[src/rtl/execute_issue_stage_pkg.sv]
// execute_issue_stage_pkg: shared core types for the execute stage and its ALU interface
package execute_issue_stage_pkg;
   localparam int XLEN = 32;
   localparam int REG_ADDR_W = 5;
   typedef enum logic [3:0] {
      ALU_ADD, ALU_SUB, ALU_SLL, ALU_SLT, ALU_SLTU, ALU_XOR, ALU_SRL, ALU_SRA,
      ALU_OR, ALU_AND, ALU_COMPARE_EQUAL, ALU_COMPARE_NOT_EQUAL,
      ALU_COMPARE_LT, ALU_COMPARE_GE, ALU_COMPARE_LTU, ALU_COMPARE_GEU
   } alu_op_t;
   typedef enum logic [1:0] {OP1_RS1, OP1_PC, OP1_ZERO} op1_sel_t;
   typedef enum logic {OP2_RS2, OP2_IMM} op2_sel_t;
   typedef enum logic [1:0] {EXEC_ALU, EXEC_BRANCH, EXEC_JAL, EXEC_JALR} exec_kind_t;
   typedef struct packed {
      logic [XLEN-1:0] result;
      logic [REG_ADDR_W-1:0] rd;
      logic write_en;
   } exec_out_t;
   function automatic logic writes_rd(exec_kind_t kind, logic [REG_ADDR_W-1:0] rd);
      return (rd != '0) && (kind != EXEC_BRANCH);
   endfunction
endpackage

[src/rtl/execute_issue_stage_branch_resolver.sv]
// branch_resolver: decides control-flow change, its target and the link value
module branch_resolver
   import execute_issue_stage_pkg::*;
(
   input  exec_kind_t      kind,
   input  logic [XLEN-1:0] pc,
   input  logic [XLEN-1:0] imm,
   input  logic [XLEN-1:0] alu_result,
   input  logic            alu_result_nonzero,
   output logic            taken,
   output logic [XLEN-1:0] target,
   output logic [XLEN-1:0] link
);
   // branches compare in the ALU, so their target needs a private adder
   always_comb begin
      taken  = (kind == EXEC_BRANCH) ? alu_result_nonzero : (kind == EXEC_JAL || kind == EXEC_JALR);
      target = (kind == EXEC_BRANCH) ? pc + imm :
               (kind == EXEC_JALR)   ? {alu_result[XLEN-1:1], 1'b0} : alu_result;
      link   = pc + 32'd4;
   end
endmodule

[src/rtl/execute_issue_stage.sv]
// execute_issue_stage: drives the ALU, resolves control flow, registers EX/MEM (optional EXECUTE_BYPASS_EN)
module execute_issue_stage
   import execute_issue_stage_pkg::*;
(
   input  logic                  clk,
   input  logic                  reset,
   input  logic                  in_valid,
   output logic                  in_ready,
   input  alu_op_t               in_alu_op,
   input  op1_sel_t              in_op1_sel,
   input  op2_sel_t              in_op2_sel,
   input  exec_kind_t            in_kind,
   input  logic [XLEN-1:0]       in_rs1_val,
   input  logic [XLEN-1:0]       in_rs2_val,
   input  logic [XLEN-1:0]       in_imm,
   input  logic [XLEN-1:0]       in_pc,
   input  logic [REG_ADDR_W-1:0] in_rd,
`ifdef EXECUTE_BYPASS_EN
   input  logic [REG_ADDR_W-1:0] in_rs1_idx,
   input  logic [REG_ADDR_W-1:0] in_rs2_idx,
`endif
   output alu_op_t               alu_operation,
   output logic [XLEN-1:0]       alu_operand_1,
   output logic [XLEN-1:0]       alu_operand_2,
   input  logic [XLEN-1:0]       alu_result,
   input  logic                  alu_result_nonzero,
   output logic                  out_valid,
   input  logic                  out_ready,
   output logic [XLEN-1:0]       out_result,
   output logic [REG_ADDR_W-1:0] out_rd,
   output logic                  out_write_en,
   output logic                  redirect_valid,
   output logic [XLEN-1:0]       redirect_pc,
   input  logic                  flush
);
   localparam logic STATE_RUN    = 1'b0;
   localparam logic STATE_SQUASH = 1'b1;

   logic            state;
   logic            accept;
   logic            take;
   logic            taken;
   logic [XLEN-1:0] target;
   logic [XLEN-1:0] link;
   logic [XLEN-1:0] rs1;
   logic [XLEN-1:0] rs2;
   exec_out_t       out_q;
   exec_out_t       next_out;

`ifdef EXECUTE_BYPASS_EN
   assign rs1 = (out_valid && out_write_en && in_rs1_idx != '0 && out_rd == in_rs1_idx) ? out_result : in_rs1_val;
   assign rs2 = (out_valid && out_write_en && in_rs2_idx != '0 && out_rd == in_rs2_idx) ? out_result : in_rs2_val;
`else
   assign rs1 = in_rs1_val;
   assign rs2 = in_rs2_val;
`endif

   branch_resolver u_branch_resolver (
      .kind               (in_kind),
      .pc                 (in_pc),
      .imm                (in_imm),
      .alu_result         (alu_result),
      .alu_result_nonzero (alu_result_nonzero),
      .taken              (taken),
      .target             (target),
      .link               (link)
   );

   // ALU drive is forced to a benign add of zeros when no instruction is present
   always_comb begin
      alu_operation = in_valid ? in_alu_op : ALU_ADD;
      alu_operand_1 = !in_valid ? '0 : (in_op1_sel == OP1_RS1) ? rs1 : (in_op1_sel == OP1_PC) ? in_pc : '0;
      alu_operand_2 = !in_valid ? '0 : (in_op2_sel == OP2_IMM) ? in_imm : rs2;
      in_ready      = (state == STATE_SQUASH || !out_valid || out_ready) && !flush;
      accept        = in_valid && in_ready;
      take          = accept && (state == STATE_RUN);
      next_out      = '{result: (in_kind == EXEC_JAL || in_kind == EXEC_JALR) ? link : alu_result,
                        rd: in_rd, write_en: writes_rd(in_kind, in_rd)};
   end

   // EX/MEM register, one-cycle redirect and squash FSM; flush outranks everything but reset
   always_ff @(posedge clk) begin
      if (reset) begin
         state          <= STATE_RUN;
         out_valid      <= 1'b0;
         out_q          <= '0;
         redirect_valid <= 1'b0;
         redirect_pc    <= '0;
      end else if (flush) begin
         state          <= STATE_RUN;
         out_valid      <= 1'b0;
         redirect_valid <= 1'b0;
      end else begin
         state          <= (take && taken) ? STATE_SQUASH : STATE_RUN;
         redirect_valid <= take && taken;
         if (take && taken) redirect_pc <= target;
         if (take) begin
            out_valid <= 1'b1;
            out_q     <= next_out;
         end else if (out_ready) out_valid <= 1'b0;
      end
   end

   assign out_result   = out_q.result;
   assign out_rd       = out_q.rd;
   assign out_write_en = out_q.write_en;
endmodule

[config.mk]
export PLATFORM = sky130hd
export DESIGN_NAME = execute_issue_stage
export DESIGN_NICKNAME = d
export VERILOG_FILES = /design/src/rtl/execute_issue_stage_pkg.sv /design/src/rtl/execute_issue_stage_branch_resolver.sv /design/src/rtl/execute_issue_stage.sv
export SDC_FILE = /design/constraint.sdc
export NUM_CORES = 1
export LEC_CHECK = 0
export ABC_AREA = 1
export CAP_MARGIN = 20
export CORE_ASPECT_RATIO = 1.1
export CORE_MARGIN = 4
export CORE_UTILIZATION = 40
export CTS_BUF_LIST = sky130_fd_sc_hd__clkbuf_8
export DETAILED_ROUTE_END_ITERATION = 6
export PLACE_DENSITY = 0.87
export SETUP_SLACK_MARGIN = 0.15
export SLEW_MARGIN = 20
export SYNTH_ARGS = -nofsm -noshare
export SYNTH_HDL_FRONTEND = slang
export SYNTH_SLANG_ARGS = --single-unit
[constraint.sdc]
create_clock -name clk -period 4.7 [get_ports clk]
set_clock_uncertainty 0.1 [all_clocks]
set_input_delay 0.94 -clock clk [delete_from_list [all_inputs] [get_ports clk]]
set_output_delay 0.94 -clock clk [all_outputs]
set_load 0.01 [all_outputs]
Yosys cells after proc, flatten, opt, wreduce, memory -nomap -nowiden --
Cells that the tools add are included.
Word-level totals: logic and storage cells 45, input bits 180, register bits after elaboration 73, output and inout port bits 141
Operators by class: reductions and logical operators 16, add/subtract/negate cells 2, multiplexer cells 13, eq/ne operators 5, bitwise operators 2
Operators with widths (count):
- two-way mux 32 bit | 7
- adder 32 x 3 -> 32 bit, second input constant | 1
- adder 32 bit | 1
- logical AND 1 bit | 5
- two-way mux 1 bit | 5
- nonzero test 5 bit | 1
- == test 2 x 1 -> 1 bit, second input constant | 2
- == test 2 bit, second input constant | 2
- two-way mux 4 bit | 1
- AND reduction 2 bit | 2
- logical OR 1 bit | 3
- logical NOT 1 bit | 2
- logical NOT 2 bit | 1
- inequality test 2 x 1 -> 1 bit, second input constant | 1
- NOT 1 bit | 2
- nonzero test 2 bit | 1
- OR reduction 2 bit | 1

Longest topological paths before layout --
Gate-level depths: netlist of run 1.
depth after elaboration 8, depth in mapped cells 14

Modules after synthesis --
A second synthesis of run 1 with hierarchy kept.
Second synthesis, totals: cells, all modules 1415, area total of the unflattened synthesis 7533.5 µm²
Modules (own cells, without submodules):
- execute_issue_stage | seq. area each 1441.4 µm², times used 1, area each 4130.2 µm², cells each 721
- branch_resolver | seq. area each 0.0 µm², times used 1, area each 3403.3 µm², cells each 694

Worst setup path after synthesis of run 1 --
No wires, ideal clock.
path type input -> output, from in in_op1_sel[0], to out alu_operand_1[21], arrival time 2022 ps, setup slack 1638 ps, required time 3660 ps, stages 5, cell sequence buf_2 or2_2 clkbuf_1 or2_2 a21oi_1
On the way: longest elaborated chain between the ends 4, elaborated cells between the ends (all ways) 5
Ends and longest elaborated chain:
- start: declaration | line execute_issue_stage.sv:10 | input op1_sel_t in_op1_sel,
- == test 2 x 1 -> 1 bit | line execute_issue_stage.sv:72 | alu_operand_1 = !in_valid ? '0 : (in_op1_sel == OP1_RS1) ? rs1 : (in_op1_sel == OP1_PC) ? in_pc : '0;
- two-way mux 32 bit | line execute_issue_stage.sv:72
- two-way mux 32 bit (*) (2 in a row) | line execute_issue_stage.sv:72
- end: declaration | line execute_issue_stage.sv:23 | output logic [XLEN-1:0] alu_operand_1,
Every way passes the cells marked *; elsewhere a longest branch is shown, timed or not.

Final worst setup path of run 1 --
from in in_valid, to out alu_operand_1[9]
On the way: longest elaborated chain between the ends 1
Ends and longest elaborated chain:
- start: declaration | line execute_issue_stage.sv:7 | input logic in_valid,
- two-way mux 32 bit | line execute_issue_stage.sv:72
No other way between the ends.

==> results of run 1 <==
[worst max-delay path, cell delays in order]
cell             delay [ps]
clkdlybuf4s50_1         490
clkinv_1                750
a21oi_1                 530
clkdlybuf4s50_1         610
[metal layers]
| layer | share of wire | track usage | routed length (µm) |
|---|---|---|---|
| met5 | 0 | 0 | 0 |
| met4 | 0.047 | 0.1411 | 1551 |
| met3 | 0.098 | 0.07801 | 3213 |
| met2 | 0.47 | 0.5451 | 15340 |
| met1 | 0.39 | 0.3533 | 12660 |
[synthesized netlist by cell type (all sizes together)]
master / instances
nand2: 380
inv: 211
nor2: 183
a21oi: 123
nand3: 92
o21ai: 89
dfxtp: 72
clkbuf: 35
ha: 32
buf: 18
nor3: 16
o22ai: 16
xor2: 16
a31oi: 7
o211ai: 7
xnor2: 7
nand4: 6
or2: 5
o21bai: 4
clkinv: 3
nand3b: 3
a211oi: 1
a221oi: 1
and2: 1
and3: 1
fa: 1
nor3b: 1
o21a: 1
o221ai: 1
or4: 1
[cell usage in the layout (no fill, tap or decap), types with 2 or more instances in the layout]
cell type	count
nor2_1	175
clkbuf_8	9
ha_1	32
dfxtp_1	72
buf_4	13
xnor2_1	7
nor3_1	13
clkdlybuf4s50_1	320
inv_2	3
nor2_2	3
inv_6	3
diode_2	2
clkinv_4	2
o22ai_1	16
a31oi_1	7
nand2_1	375
nand2_2	4
o211ai_1	7
inv_1	207
nand3_1	89
or2_2	4
clkinv_1	4
o21bai_1	4
xor2_1	16
nand3_2	2
nor3_2	2
nand4_1	6
a21oi_1	122
nand3b_1	3
nor2_4	4
o21ai_0	88
[worst min-delay path by stage]
stage,cells past startpoint,to,slack (ps)
after detailed placement,2,out_result[18]$_SDFFE_PP0P_,360
after CTS,2,out_result[18]$_SDFFE_PP0P_,370
final,2,out_result[18]$_SDFFE_PP0P_,370
after floorplan,2,redirect_pc[2]$_SDFFE_PP0P_,390
after global routing,2,out_result[18]$_SDFFE_PP0P_,390
after global placement,2,redirect_pc[2]$_SDFFE_PP0P_,350
[logic make-up after synthesis]
group,after synthesis
compound gates,250
xor+xnor,23
fa+ha+maj,33
buf+inv,267
flops,72
simple gates,689
[registers in the layout, summed over array words and instances, names as in the netlist]
signal          flops
redirect_valid      1
out_valid           1
out_rd              5
out_write_en        1
out_result         32
redirect_pc        32
[final cells by class]
class / instances / share of cell area
antenna: 2 / 0.0004605
clock buffer: 9 / 0.01140
clock inverter: 7 / 0.005756
inverter: 214 / 0.07391
multi-input combinational: 995 / 0.4447
sequential: 72 / 0.1326
tap: 238 / 0.02740
timing repair buffer: 333 / 0.3037
[report_power, final]
part           switching [mW]  internal, mW  total (mW)
clock                   0.283         0.203       0.485
sequential             0.0207         0.646       0.667
combinational           0.508         0.421       0.928
==> reports/results.ini, run 1 <==
[cells_and_area]
nFillCells=1751
final_area_um2=10870
multi_input_area_um2=4833
layout-drive-gt1-share=0.03436
utilization=0.6104
layout.nets=1838
final_cells=1870
syn2layout_area_growth_pct=49.01
regArea_um2=1441

[synthesis]
yosys_warnings=0
synth_compound_area_frac=0.1815
yosys-top-cells-area=dfxtp_1 20%, nand2_1 19%, inv_1 11%
synthXorXnorAreaFrac=0.02762
synth-simple-area-share=0.3960
synth_cell_types=44
synth-adder-area-share=0.05764
yosysTopAreaCellShare=0.1976
synth_top_area_cell=dfxtp_1
synth_nets=1547
postSynthAreaPerCell_um2=5.467
synth_top_family_by_area=simple AND/OR/NAND/NOR gates
yosysSeqAreaShare=0.1976
synth.ff_latch_count=72
muxShareOfSynthArea=0
syn_inst=1334
syn_area_um2=7293

[detailed_routing]
drc_errors=0
dr_total_vias=9566
drt-vias-per-instance=5.116
dr.pass1.iters=5
routed_wl_mm=32.76
routedWlPerCell_um=17.52
drt-initial-drc-count=666
ant_nets=0

[timing]
period_needed_ps=4371
finalCritPeriodShare=0.9300
slew_headroom=0.2872
slew_viol_final=0
tns_ps=0
worst_pin_slew_ps=1068
worst_slack_ps=329.1
setup_violations=0
rsz0062_at_grt=false
finalHoldViolCount=0
whs_ps=368.5
fmax_mhz=228.8

[placed_design]
dp_hpwl_mm=26.74
gp_congestion=0.9467
dp_cells=1852
place_area_um2=10680
place_ws_ps=571.2
portBuffers=320

[setup_path]
critPathKind=input port to output pin
r2r_cells=8
cp-endpoint=alu_operand_1[9]
worstPathArrival_ps=3330
crit_required_ps=3660
critPathCaptureType=output pin
r2r_slack_ps=2260
r2r-start=redirect_valid$_SDFF_PP0_
reg2reg_to=redirect_pc[17]$_SDFFE_PP0P_
critPathLaunchType=input port
crit_path_start=in_valid
worstPathMaxFanout=32

[worst_hold_path]
hp-start=out_result[18]$_SDFFE_PP0P_
min_path_type=flop to flop

[global_route]
grt_pass1_wl_mm=49.27
grt-ovfl-total=0
grt_max_degree=43
first_global_vias=9311
grt_usage=0.3112
antenna_found_initial=2

[die]
start_util=0.4097
fp.dieH_um=149.6
coreArea_um2=17800
ios=321
rows=51
die_x_um=136.7
die-area_um2=20460

[clock_tree]
cts_max_level=3
cts_resized=0
cts.clk_slew.worst_paths_ps=80
numCtsBuffers=9
clk_latency_ps=360
cts_setup_buffers=0
max-clock-path-buffers=2
cts_sinks=72
cts_tree=yes
cts_root_buf=clkbuf_8
hold_buffers=0

[status]
outcome=finished, final reports clean

[pwr]
powerDensity_nw_per_um2=191.5
fin_total_pwr_mw=2.081
vdd_drop_max_mv=0.1417
power_leakage_nw=5.076

[run]
cap_violations=0

Note: power is estimated with default switching activity, not from simulation.
==> run 2: changes to the inputs <==
--- a/config.mk
+++ b/config.mk
@@ -8,7 +8,7 @@
 export ABC_AREA = 1
 export CAP_MARGIN = 20
 export CORE_ASPECT_RATIO = 1.1
-export CORE_MARGIN = 4
+export CORE_MARGIN = 5
 export CORE_UTILIZATION = 40
 export CTS_BUF_LIST = sky130_fd_sc_hd__clkbuf_8
 export DETAILED_ROUTE_END_ITERATION = 6
==> run 2 against run 1 <==
Against the previous run: sequential power barely moved; sequential share of layout area fell by 0.056 points; non-clock buffer count fell by 1; count of clock-buffer cells in the layout rose by 1; critical path type unchanged.
==> reports/results.ini, run 2 (synthesized netlist as in run 1, its figures left out) <==
[detailed_routing]
drt-initial-drc-count=734
routed_wl_mm=33.50
routedWlPerCell_um=17.94
dr_total_vias=9478
drc_errors=0
drt-vias-per-instance=5.077
dr.pass1.iters=5
ant_nets=0

[global_route]
antenna_found_initial=0
grt_pass1_wl_mm=50.34
grt-ovfl-total=0
grt_usage=0.3065
grt_max_degree=43
first_global_vias=9326

[die]
die-area_um2=21040
rows=51
start_util=0.4097
coreArea_um2=17800
ios=321
fp.dieH_um=151.6
die_x_um=138.7

[clock_tree]
cts_setup_buffers=0
clk_latency_ps=370
numCtsBuffers=9
cts_max_level=3
cts_tree=yes
max-clock-path-buffers=2
cts.clk_slew.worst_paths_ps=70
cts_resized=0
cts_root_buf=clkbuf_8
cts_sinks=72
hold_buffers=0

[pwr]
vdd_drop_max_mv=0.1736
powerDensity_nw_per_um2=202.5
power_leakage_nw=5.110
fin_total_pwr_mw=2.210

[cells_and_area]
layout.nets=1837
num_antenna_cells=0
layout-drive-gt1-share=0.03315
utilization=0.6130
syn2layout_area_growth_pct=49.65
final_common_cell=nand2_1
mostFrequentLayoutCells=375 x nand2_1, 320 x clkdlybuf4s50_1, 209 x inv_1, 175 x nor2_1, 122 x a21oi_1

[setup_path]
critPathCaptureType=output pin
crit_required_ps=3660
worstPathArrival_ps=3150
r2r_slack_ps=1930
worstPathMaxFanout=18
critPathKind=input port to output pin
critPathLaunchType=input port
r2r_cells=8
r2r-start=out_valid$_SDFFE_PP0P_
reg2reg_to=out_result[3]$_SDFFE_PP0P_

[timing]
finalCritPeriodShare=0.8913
rsz0062_at_grt=false
worst_pin_slew_ps=1036
slew_viol_final=0
tns_ps=0
setup_violations=0
period_needed_ps=4189
whs_ps=366.2
worst_slack_ps=511.1
fmax_mhz=238.7
finalHoldViolCount=0
slew_headroom=0.3088

[placed_design]
gp_congestion=0.9886
place_ws_ps=549.8
dp_hpwl_mm=27.68
portBuffers=320

[worst_hold_path]
hp-start=out_result[26]$_SDFFE_PP0P_
whs_endpoint=out_result[26]$_SDFFE_PP0P_
hold_path_depth=2
min_path_type=flop to flop

[status]
outcome=finished, final reports clean

[run]
cap_violations=0

-- run 2: worst max-delay path by stage --
stage / start / to / slack, ps / cells after the start
2_1_floorplan: in_op1_sel[0] / alu_operand_1[21] / 1640 / 5
3_3_place_gp: in_op1_sel[0] / alu_operand_1[19] / 620 / 7
3_5_place_dp: in_op1_sel[0] / alu_operand_1[20] / 550 / 7
4_1_cts: in_op1_sel[0] / alu_operand_1[20] / 530 / 7
5_1_grt: in_op1_sel[0] / alu_operand_1[20] / 330 / 7
6_report: in_op1_sel[0] / alu_operand_1[20] / 510 / 7
-- run 2: layout make-up --
type / count / area [µm²]
clock buffer: 10 / 137.6
clock inverter: 6 / 107.6
fill: 1780 / 6889
inverter: 214 / 803.3
multi-input combinational: 995 / 4833
sequential: 72 / 1441
tap: 238 / 297.8
timing repair buffer: 332 / 3293
-- run 2: per-stage QoR --
step | std cells | area [µm²]
2_1_floorplan | 1334 | 7293
3_3_place_gp | 1851 | 10670
3_5_place_dp | 1851 | 10670
4_1_cts | 1867 | 10910
5_1_grt | 1867 | 10910
6_report | 1867 | 10910
-- run 2: routing by layer --
layer | vias to the layer above | track usage | share of wire
met5 | - | 0 | 0
met1 | 4158 | 0.3530 | 0.39
met2 | 460 | 0.5427 | 0.47
met4 | 0 | 0.1145 | 0.040
li1 | 4799 | - | -
met3 | 61 | 0.08977 | 0.092
-- run 2: worst max-delay path: stages --
cell and delay, ps:
clkdlybuf4s50_1 490, buf_4 220, nand2_1 420, o22ai_1 350, inv_1 70, nor2_1 90
clkdlybuf4s50_1 560
-- run 2: report_power, final --
part	switching [mW]	total, mW	internal, mW
Combinational	0.512	0.932	0.420
Clock	0.245	0.611	0.365
Sequential	0.0212	0.667	0.646
Total	0.778	2.21	1.43
